**src/rtl/blink_pkg.sv**
```systemverilog
// Shared definitions for the LED blink pattern driver: state encoding and default prescale.
package blink_pkg;

  localparam logic [1:0] IDLE = 2'd0;
  localparam logic [1:0] ON   = 2'd1;
  localparam logic [1:0] OFF  = 2'd2;

  localparam int TICK_DIV_DEF = 10;

  typedef enum logic [1:0] {
    S_IDLE = IDLE,
    S_ON   = ON,
    S_OFF  = OFF
  } state_t;

endpackage

```
**src/rtl/blink_tick_gen.sv**
```systemverilog
// Tick prescaler: one-cycle strobe every TICK_DIV clocks, restartable at 0 via clr.
module blink_tick_gen #(
  parameter int TICK_DIV = 10
) (
  input  logic clk,
  input  logic rst_n,
  input  logic clr,
  output logic tick
);

  localparam int W = (TICK_DIV > 2) ? $clog2(TICK_DIV) : 1;
  localparam logic [W-1:0] LAST = W'(TICK_DIV - 1);

  logic [W-1:0] cnt_q;

  assign tick = !clr && (cnt_q == LAST);

  always_ff @(posedge clk or negedge rst_n) begin
    if (!rst_n)           cnt_q <= '0;
    else if (clr || tick) cnt_q <= '0;
    else                  cnt_q <= cnt_q + 1'b1;
  end

endmodule

```
**src/rtl/led_pattern_driver.sv**
```systemverilog
// LED on/off pattern generator: timed ON/OFF phases in prescaled ticks, finite or endless repeats.
module led_pattern_driver
  import blink_pkg::*;
#(
  parameter int TICK_DIV = TICK_DIV_DEF,
  parameter int CNT_W    = 16
) (
  input  logic             clk,
  input  logic             rst_n,
  input  logic             cmd_valid,
  output logic             cmd_ready,
  input  logic [CNT_W-1:0] cmd_on,
  input  logic [CNT_W-1:0] cmd_off,
  input  logic [7:0]       cmd_reps,
  input  logic             abort,
  output logic             led,
  output logic             busy,
  output logic             done
);

  state_t           state_q, state_d;
  logic [CNT_W-1:0] on_q, off_q, ph_q, ph_d;
  logic [7:0]       rep_q, rep_d;
  logic             tick, accept, done_d;

  // Phase counter reload value: a zero duration still lasts one tick.
  function automatic logic [CNT_W-1:0] ld(input logic [CNT_W-1:0] d);
    return (d == '0) ? '0 : d - 1'b1;
  endfunction

  assign cmd_ready = (state_q == S_IDLE);
  assign accept    = cmd_valid && cmd_ready;

  blink_tick_gen #(.TICK_DIV(TICK_DIV)) u_tick (
    .clk  (clk),
    .rst_n(rst_n),
    .clr  (state_q == S_IDLE),
    .tick (tick)
  );

  always_comb begin
    state_d = state_q;
    ph_d    = ph_q;
    rep_d   = rep_q;
    done_d  = 1'b0;
    case (state_q)
      S_IDLE: if (accept) begin
        state_d = S_ON;
        ph_d    = ld(cmd_on);
        rep_d   = cmd_reps;
      end
      S_ON: begin
        if (abort) begin
          state_d = S_IDLE;
          ph_d    = '0;
          rep_d   = '0;
        end else if (tick) begin
          if (ph_q == '0) begin
            state_d = S_OFF;
            ph_d    = ld(off_q);
          end else ph_d = ph_q - 1'b1;
        end
      end
      S_OFF: begin
        if (abort) begin
          state_d = S_IDLE;
          ph_d    = '0;
          rep_d   = '0;
        end else if (tick) begin
          if (ph_q != '0) ph_d = ph_q - 1'b1;
          else if (rep_q == 8'd1) begin
            state_d = S_IDLE;
            rep_d   = '0;
            done_d  = 1'b1;
          end else begin
            // rep_q == 0 is the endless mode and is never decremented
            state_d = S_ON;
            ph_d    = ld(on_q);
            if (rep_q != '0) rep_d = rep_q - 1'b1;
          end
        end
      end
      default: state_d = S_IDLE;
    endcase
  end

  always_ff @(posedge clk or negedge rst_n) begin
    if (!rst_n) begin
      state_q <= S_IDLE;
      ph_q    <= '0;
      rep_q   <= '0;
      on_q    <= '0;
      off_q   <= '0;
      led     <= 1'b0;
      busy    <= 1'b0;
      done    <= 1'b0;
    end else begin
      state_q <= state_d;
      ph_q    <= ph_d;
      rep_q   <= rep_d;
      if (accept) begin
        on_q  <= cmd_on;
        off_q <= cmd_off;
      end
      led  <= (state_d == S_ON);
      busy <= (state_d != S_IDLE);
      done <= done_d;
    end
  end

endmodule

```
**config.mk**
```make
export PLATFORM = sky130hd
export DESIGN_NAME = led_pattern_driver
export DESIGN_NICKNAME = d
export VERILOG_FILES = /design/src/rtl/blink_pkg.sv /design/src/rtl/blink_tick_gen.sv /design/src/rtl/led_pattern_driver.sv
export SDC_FILE = /design/constraint.sdc
export NUM_CORES = 1
export LEC_CHECK = 0
export BUFFER_PORTS_ARGS = -buffer_cell sky130_fd_sc_hd__buf_2
export CAP_MARGIN = 15
export CELL_PAD_IN_SITES_DETAIL_PLACEMENT = 1
export CELL_PAD_IN_SITES_GLOBAL_PLACEMENT = 1
export CORE_AREA = 8 8 125 127
export DETAILED_ROUTE_END_ITERATION = 8
export DIE_AREA = 0 0 133 135
export GPL_TIMING_DRIVEN = 0
export HOLD_SLACK_MARGIN = 0.02
export PLACE_DENSITY = 0.66
export SLEW_MARGIN = 10
export SYNTH_ARGS = -nofsm -noshare
export SYNTH_HDL_FRONTEND = slang
export SYNTH_SLANG_ARGS = --single-unit
```
**constraint.sdc**
```tcl
create_clock -name clk -period 2.2 [get_ports clk]
set_input_delay 0.44 -clock clk [delete_from_list [all_inputs] [get_ports clk]]
set_output_delay 0.44 -clock clk [all_outputs]
set_load 0.02 [all_outputs]
```
# Yosys cells after proc, flatten, opt, wreduce, memory -nomap -nowiden
# Cells that the tools add are included.
# word_totals
ff_bits	65
latchBits	0
ram_bits	0
mem_bits_ro	0
input_bits	44
out_inout_bits	4
wordCells	77
mem_count	0
# op_classes
n_addsub	6
n_mul	0
div	0
n_lt_le_gt_ge	0
n_eq_ne	12
n_shift	0
n_mux	35
n_bitwise	0
n_reduce_logical	15
# ops
operator	n
16-bit two-way mux	11
16-bit zero test	4
16-bit by 1-bit subtractor with 16-bit output (second input constant)	4
8-bit two-way mux	7
16-bit case mux with 3 select lines	1
8-bit case mux with 3 select lines	1
16-bit nonzero test	1
2-bit two-way mux	7
8-bit by 1-bit == test with 1-bit output (second input constant)	1
4-bit != test (second input constant)	2
8-bit nonzero test	1
8-bit by 1-bit subtractor with 8-bit output (second input constant)	1
1-bit two-way mux	6
3-bit by 2-bit != test with 1-bit output (second input constant)	2
2-bit case mux with 3 select lines	1
6-bit AND reduction	1
5-bit AND reduction	1
4-bit by 1-bit adder with 4-bit output (second input constant)	1
2-bit by 1-bit == test with 1-bit output (second input constant)	2
4-bit == test (second input constant)	1
4-bit two-way mux	1
3-bit != test (second input constant)	1
3-bit nonzero test	1
2-bit == test (second input constant)	1
other kinds (7)	8

# Logic depth before layout (Yosys ltp)
# Gate-level depths: netlist of the first run.
# depth
word_depth	7
mapped_depth	10
mapped_depth_nobuf	8

# Hierarchy
# A second synthesis of the first run with hierarchy kept.
# unflattened
hier_cells	493
hier_area_um2	4336.7
# by_module_without_submodules
module	instances	cells_each	area_per_inst_um2	seq_area_each_um2
led_pattern_driver	1	473	4131.5	1526.5
blink_tick_gen	1	20	205.2	100.1

# Least setup slack after synthesis of the first run
# OpenSTA, ideal clock, no wires.
# synth_timing
path_kind	reg2reg
from	reg state_q[0]
to	reg ph_q[13]
setup_time_ns	0.125
arrival_time_ns	2.180
required_ns	2.075
path_slack_ns	-0.105
stages_incl_launch_ff	11
path_buffers	2
period_less_slack_ns	2.305
cell_sequence	dfrtp_1 > inv_1 > ha_1 > clkbuf_1 > nand4bb_1 > a211oi_1 > o31a_1 > buf_6 > o41ai_2 > a22oi_2 > o21ai_1
# synth_between
elab_chain_cells	5
elab_cells_between_ends	13
# synth_lines
element	line	text
start, declared	led_pattern_driver.sv:21	state_t state_q, state_d;
start signal, assigned	led_pattern_driver.sv:98	state_q <= state_d;
2-bit zero test *	led_pattern_driver.sv:31	assign cmd_ready = (state_q == S_IDLE);
via cmd_ready	led_pattern_driver.sv:11	output logic cmd_ready,
1-bit zero test	blink_tick_gen.sv:16	assign tick = !clr && (cnt_q == LAST);
1-bit logical AND	blink_tick_gen.sv:16	
3-bit by 2-bit != test with 1-bit output (no line)	--	
5-bit AND reduction (no line)	--	
end signal, assigned	led_pattern_driver.sv:99	ph_q <= ph_d;
end, declared	led_pattern_driver.sv:22	logic [CNT_W-1:0] on_q, off_q, ph_q, ph_d;
# Mark *: on every way through the listed nets, which the timed path passes. The rest lies on a longest branch.
# A chain may end at the register's enable or synchronous reset.

# Final worst setup path of the first run
# layout_timing
from	reg ph_q[5]
to	reg ph_q[3]
# layout_between
elab_chain_cells	5
elab_cells_between_ends	11
# layout_lines
element	line	text
16-bit nonzero test or 16-bit zero test (tied branches)	led_pattern_driver.sv:70, led_pattern_driver.sv:58	
16-bit two-way mux, on equally long branches	led_pattern_driver.sv:70, led_pattern_driver.sv:58	
16-bit two-way mux, on equally long branches	led_pattern_driver.sv:69, led_pattern_driver.sv:57	
16-bit two-way mux, on equally long branches	led_pattern_driver.sv:65, led_pattern_driver.sv:53	
16-bit case mux with 3 select lines	led_pattern_driver.sv:46	case (state_q)
# Several ways; a longest one is shown, not always the timed one. The select of a mux whose other input is x is not followed.

==> results of run 1 <==
## kinds of logic after synthesis
group                    count (synthesis)  share of synthesized area [%]
multiplexers                            31                           7.41
XOR/XNOR                                45                           8.40
AND/OR/NAND/NOR                        191                           23.6
AO/OA/AOI/OAI                          120                           18.0
flip-flops                              65                           34.7
buffers and inverters                   39                           3.63
adder cells (fa/ha/maj)                 16                           4.27
## sequential cells by signal (all words and copies together) (netlist names)
name and flops:
off_q 16, ph_q 16, u_tick.cnt_q 4, state_q 2, led 1, on_q 16
rep_q 8, done 1, busy 1
## where the power goes
| part | switching [W] | leakage [nW] | internal (W) |
|---|---|---|---|
| Combinational | 0.00230 | 1.48 | 0.00199 |
| Clock | 0.000537 | 0.148 | 0.000929 |
| Sequential | 0.000940 | 0.777 | 0.00178 |
| Total | 0.00378 | 2.40 | 0.00469 |
## final cells by class
class / count / area, sq um
plain buffers: 17 / 115
clock buffers: 12 / 256
clock inverters: 3 / 40.0
fillers: 1565 / 7380
inverters: 18 / 67.6
multi-input cells: 403 / 3280
flip-flops and latches: 65 / 1640
well taps: 180 / 225
repair buffers: 90 / 609
## stage by stage
stage / total power, W / setup TNS [ns]
2_1_floorplan: 0.00476 / 0
3_3_place_gp: 0.00572 / -7.08
3_5_place_dp: 0.00586 / -9.13
4_1_cts: 0.00778 / -0.00661
5_1_grt: 0.00896 / -0.674
6_report: 0.00847 / -0.0200
## worst register-to-register path, stage by stage (launching register included)
cell	delay, ns
dfrtp_1	0.39
or3_4	0.44
or3_4	0.34
buf_6	0.15
o21ai_4	0.17
buf_12	0.15
o211ai_1	0.19
a21oi_1	0.18
o21ai_0	0.08
## layer usage
metal	share of wire, %	up-vias
met5	0	-
met4	3.2	0
met3	3.9	31
met2	50	101
met1	43	2232
li1	-	2069
## Yosys cell counts, types with 5 or more instances
library cell	instances
nand3_1	8
mux2_2	30
nor4_1	14
o21ai_1	8
o2bb2ai_1	5
xnor2_1	18
clkbuf_1	14
dfrtp_1	65
ha_1	16
nand2_1	32
a21oi_1	26
nor3_1	15
xor2_1	27
nand2b_1	6
nor2_1	56
o21ai_0	16
or3_1	6
a31oi_1	7
inv_1	18
a22o_1	7
o221ai_1	8
nand4_1	12
## worst min-delay path by stage
stage	start	end	cells past startpoint
2_1_floorplan	rst_n	busy	0
3_3_place_gp	u_tick.cnt_q[0]	u_tick.cnt_q[0]	1
3_5_place_dp	rst_n	u_tick.cnt_q[2]	1
4_1_cts	cmd_off[11]	off_q[11]	2
5_1_grt	cmd_off[12]	off_q[12]	2
6_report	cmd_off[11]	off_q[11]	2
## what timing repair did
action / in CTS / in global routing
endpoints found under the setup margin: 48 / 37
hold buffers: 1 / 0
pin swaps: 12 / 28
gates cloned: 1 / 1
hold endpoints to repair: 20 / 0
resized for setup: 49 / 54
setup buffers: 16 / 24
==> out/results.ini, run 1 <==
[status]
status = complete, but fails checks
violations = setup timing

[synth]
synth_area_leaders = dfrtp_1, mux2_2, xor2_1
synthesis.nets = 567
seq_area_frac_synth_pct = 34.7
synth_top_area_share_pct = 34.7
synth-seq-cells = 65
yosysTopAreaCell = dfrtp_1
ys_async_sr_fraction_pct = 100
synth-edff-count = 0
syn_area_sq_um = 4690
synth_ff_type = dfrtp_1
netlist_instances = 507
yosysWarnings = 0
syn_area_per_cell_sq_um = 9.25
synthDistinctLibCells = 72

[sta]
whs_ns = 0.329
rsz0062_at_grt = true
setup_slack_ns = -0.0160
slew_headroom_pct = 55.3
fin_crit_ns = 2.22
fin_crit_sh_pct = 101
slew_viol_final = 0
skew_ns = 0.00690
tightest_slew_ns = 0.670
fmax_ghz = 0.451
final-hold-violation-count = 0
setup_viol = 3

[setup_path]
start_kind = register
r2r_cells = 8
path_buf_inv = 2
path_cells = or3_4, or3_4, buf_6, o21ai_4, buf_12, o211ai_1, a21oi_1, o21ai_0
crit_type = reg2reg
crit_family = simple AND/OR/NAND/NOR gates
crit_fanout = 8
r2r_slack_ns = -0.02
crit_top_cell = or3_4
crit_required_ns = 2.42
cp-endpoint = ph_q[3]
critPathLaunch = ph_q[5]
critPathMaxStageDelay_ns = 0.44
endpoint_kind = register
arrival_ns = 2.44
crit_cells = 8
critical-path-slowest-cell = or3_4
r2r-start = ph_q[5]
rr_endpoint = ph_q[3]

[clock_network]
cts_sinks = 65
htreeDepth = 3
cts_tree = done
insertion_delay_ns = 0.34
clockRootBuffer = clkbuf_16
clk_pin_slew_ns = 0.06
cts_inserted_buffers = 9
clk_path_buf_depth = 2

[placed_design]
detailed_place_hpwl_mm = 11.5
globalplace.congestion = 0.849
dp.cells = 734
pre_cts_ws_ns = -0.426
io_buffer_count = 46
placed_area_sq_um = 5180

[routing]
via_count = 4433
drt_iter0_markers = 175
via_per_inst = 5.63
ant_nets = 0
firstDrtPassIters = 5
wl_per_cell_um = 20.7
drc = 0
routed_wl_mm = 16.3

[global_routing]
antenna_found_initial = 0
grt_use_met2_pct = 29.2
grt_max_degree = 46
globalRouteMet1Util_pct = 20.7
grtUsageTotal_pct = 17.2
grt.met3_usage_pct = 3.71
grt_pass1_wl_mm = 24.5
busiest_layer = met2
grt_pass1_vias = 4698
gr-total-overflow = 0

[flow_run]
drv_cap = 0

[floorplan]
fp.dieH_um = 135
dieWidth_um = 133
die_area_sq_um = 18000
core-area_sq_um = 13600
top_level_ports = 48
start_util_pct = 34.5
rows = 43

[pwr]
p_leak_nw = 2.40
ir_drop_uv = 766
p_per_area_nw_per_um2 = 1360

[final_layout]
fin_area_sq_um = 6230
instances_no_fill = 788
utilization_pct = 45.8
num-nets-final = 664
drive_gt1_share_pct = 38.3
layout_common_cells = dfrtp_1, nor2_1, buf_2
area_delta_synth_final_pct = 32.8
diodes = 0
mostFrequentLayoutCell = dfrtp_1

[hold_path]
hold_class = in2reg

(Power assumes the default switching activity.)
==> run 2, diff against run 1 <==
--- a/config.mk
+++ b/config.mk
@@ -5,16 +5,16 @@
 export SDC_FILE = /design/constraint.sdc
 export NUM_CORES = 1
 export LEC_CHECK = 0
-export BUFFER_PORTS_ARGS = -buffer_cell sky130_fd_sc_hd__buf_2
 export CAP_MARGIN = 15
 export CELL_PAD_IN_SITES_DETAIL_PLACEMENT = 1
 export CELL_PAD_IN_SITES_GLOBAL_PLACEMENT = 1
 export CORE_AREA = 8 8 125 127
 export DETAILED_ROUTE_END_ITERATION = 8
 export DIE_AREA = 0 0 133 135
+export DONT_BUFFER_PORTS = 1
 export GPL_TIMING_DRIVEN = 0
 export HOLD_SLACK_MARGIN = 0.02
-export PLACE_DENSITY = 0.66
+export PLACE_DENSITY_LB_ADDON = 0.15
 export SLEW_MARGIN = 10
 export SYNTH_ARGS = -nofsm -noshare
 export SYNTH_HDL_FRONTEND = slang
==> run 2 against run 1 <==
  * The flow still finishes with violations (setup timing)
  * Clock skew is 0.00072 ns higher
  * Die area unchanged
  * Sequential cell count is the same
  * Highest routed layer unchanged
  * Sequential power about the same
  * Non-clock buffer count decreased by 44
  * Critical path depth fell by 1
  * Core utilization down 1.1 points
  * Worst setup slack got worse by 0.022 ns
  * Hold slack worse by 0.089 ns
  * Cell count shrank 5.6%
==> out/results.ini, run 2 (synthesis gave the netlist of run 1 again) <==
[status]
status = complete, but fails checks  ; unchanged
violations = setup timing  ; unchanged

[routing]
ant_nets = 0  ; unchanged
routed_wl_mm = 16.1  ; was 16.3 mm
firstDrtPassIters = 4  ; was 5
via_count = 4199  ; was 4,433
drt_iter0_markers = 135  ; was 175
wl_per_cell_um = 21.6  ; was 20.7 um
via_per_inst = 5.64  ; was 5.63
drc = 0  ; unchanged

[setup_path]
crit_type = reg2reg  ; unchanged
cp-endpoint = ph_q[13]  ; was ph_q[3]
critical-path-slowest-cell = or3_4  ; unchanged
path_cells = or3_4, or3_4, buf_6, o31a_1, buf_6, a22oi_2, o21ai_1  ; was or3_4, or3_4, buf_6, o21ai_4, buf_12, o211ai_1, a21oi_1, o21ai_0
r2r-start = ph_q[4]  ; was ph_q[5]
r2r_slack_ns = -0.04  ; was -0.02 ns
crit_fanout = 6  ; was 8
r2r_cells = 7  ; was 8
critPathLaunch = ph_q[4]  ; was ph_q[5]
rr_endpoint = ph_q[13]  ; was ph_q[3]
start_kind = register  ; unchanged
arrival_ns = 2.47  ; was 2.44 ns
endpoint_kind = register  ; unchanged
crit_required_ns = 2.43  ; was 2.42 ns
critPathMaxStageDelay_ns = 0.42  ; was 0.44 ns

[clock_network]
insertion_delay_ns = 0.35  ; was 0.34 ns
clk_path_buf_depth = 2  ; unchanged
cts_tree = done  ; unchanged
clk_pin_slew_ns = 0.06  ; about the same
htreeDepth = 3  ; unchanged
cts_inserted_buffers = 9  ; unchanged
clockRootBuffer = clkbuf_16  ; unchanged
cts_sinks = 65  ; unchanged

[sta]
skew_ns = 0.00762  ; was 0.00690 ns
setup_viol = 6  ; was 3
fmax_ghz = 0.447  ; was 0.451 GHz
setup_slack_ns = -0.0385  ; was -0.0160 ns
timing.setup.tns_ns = -0.0893  ; was -0.0200 ns
tightest_slew_ns = 0.639  ; was 0.670 ns
slew_headroom_pct = 57.4  ; was 55.3%
rsz0062_at_grt = true  ; unchanged
fin_crit_ns = 2.24  ; was 2.22 ns
fin_crit_sh_pct = 102  ; was 101%
slew_viol_final = 0  ; unchanged
final-hold-violation-count = 0  ; unchanged

[global_routing]
grt_pass1_vias = 4486  ; was 4,698
grtUsageTotal_pct = 18.0  ; was 17.2%
grt_max_degree = 66  ; was 46
grt_pass1_wl_mm = 24.9  ; was 24.5 mm
antenna_found_initial = 0  ; unchanged
gr-total-overflow = 0  ; unchanged

[floorplan]
top_level_ports = 48  ; unchanged
fp.dieH_um = 135  ; unchanged
rows = 43  ; unchanged
dieWidth_um = 133  ; unchanged
start_util_pct = 34.5  ; unchanged
die_area_sq_um = 18000  ; unchanged
core-area_sq_um = 13600  ; unchanged

[final_layout]
reg_top3 = off_q x16, on_q x16, ph_q x16  ; unchanged
utilization_pct = 44.6  ; was 45.8%
area_delta_synth_final_pct = 29.5  ; was 32.8%
layout_common_cells = dfrtp_1, nor2_1, buf_4  ; was dfrtp_1, nor2_1, buf_2
mostFrequentLayoutCell = dfrtp_1  ; unchanged
num-nets-final = 620  ; was 664
drive_gt1_share_pct = 34.2  ; was 38.3%
instances_no_fill = 744  ; was 788
diodes = 0  ; unchanged

[placed_design]
io_buffer_count = 0  ; was 46
detailed_place_hpwl_mm = 11.3  ; was 11.5 mm
dp.cells = 687  ; was 734
pre_cts_ws_ns = -0.476  ; was -0.426 ns
globalplace.congestion = 0.842  ; was 0.849

[pwr]
total_power_w = 0.00843  ; was 0.00847 W
p_per_area_nw_per_um2 = 1390  ; was 1360 nW/um^2
p_leak_nw = 2.25  ; was 2.40 nW
ir_drop_uv = 804  ; was 766 uV

[flow_run]
drv_cap = 0  ; unchanged

[hold_path]
hold_class = in2reg  ; unchanged

==> run 2: cell count changes in the layout (fill, tap and decap cells not counted), sizes merged <==
| cell | change |
|---|---|
| buf | -44 |
| clkinvlp | +3 |
| clkbuf | -2 |
| bufinv | +1 |
| clkinv | -1 |
| inv | -1 |
==> run 2: worst max-delay path: cells and delay by family (launching register included) <==
family / cells / cell delay (ns)
DFF: 1 / 0.40
buffers and inverters: 2 / 0.32
and+or+nand+nor: 2 / 0.76
AOI/OAI and AO/OA: 3 / 0.63
==> run 2: layout make-up <==
class                           count  area [sq um]
Buffer                             19           151
Clock buffer                       10           239
Clock inverter                      5          80.1
Fill cell                        1539          7540
Inverter                           18          71.3
Multi-Input combinational cell    403          3310
Sequential cell                    65          1640
Tap cell                          180           225
Timing Repair Buffer               44           364
==> run 2: where the power goes <==
group	switching, W	total, W	internal [W]
clock network	0.000564	0.00158	0.00101
logic	0.00220	0.00412	0.00193
registers	0.000949	0.00273	0.00178
==> run 2: timing repair <==
| action | in CTS | in global routing |
|---|---|---|
| gates resized for setup | 75 | 46 |
| hold buffers | 2 | 0 |
| buffers inserted | 28 | 12 |
| setup endpoints to repair | 54 | 35 |
| hold endpoints to repair | 65 | 0 |
| gates cloned | 2 | 0 |
| pin swaps | 28 | 33 |
==> run 2: routing by layer <==
metal	share of wire (%)	wire (um)	track usage, %
met1	44	7020	22.1
met2	49	7850	29.5
met3	4.8	770	4.20
met4	2.6	416	8.14
met5	0	0	0
==> run 2: stage by stage <==
| stage | area (sq um) | hold WS (ns) |
|---|---|---|
| finish | 6080 | 0.240 |
| global route | 6080 | 0.230 |
| CTS | 5820 | 0.226 |
| detailed placement | 4920 | 0.148 |
| global placement | 4920 | 0.148 |
| floorplan | 4700 | 0.144 |
==> run 2: worst min-delay path by stage <==
stage | slack [ns] | endpoint | start | depth (start not counted)
6_report | 0.24 | off_q[14] | cmd_off[14] | 1
4_1_cts | 0.23 | off_q[3] | cmd_off[3] | 1
5_1_grt | 0.23 | off_q[13] | cmd_off[13] | 1
3_3_place_gp | 0.15 | led | rst_n | 0
3_5_place_dp | 0.15 | led | rst_n | 0
2_1_floorplan | 0.14 | busy | rst_n | 0
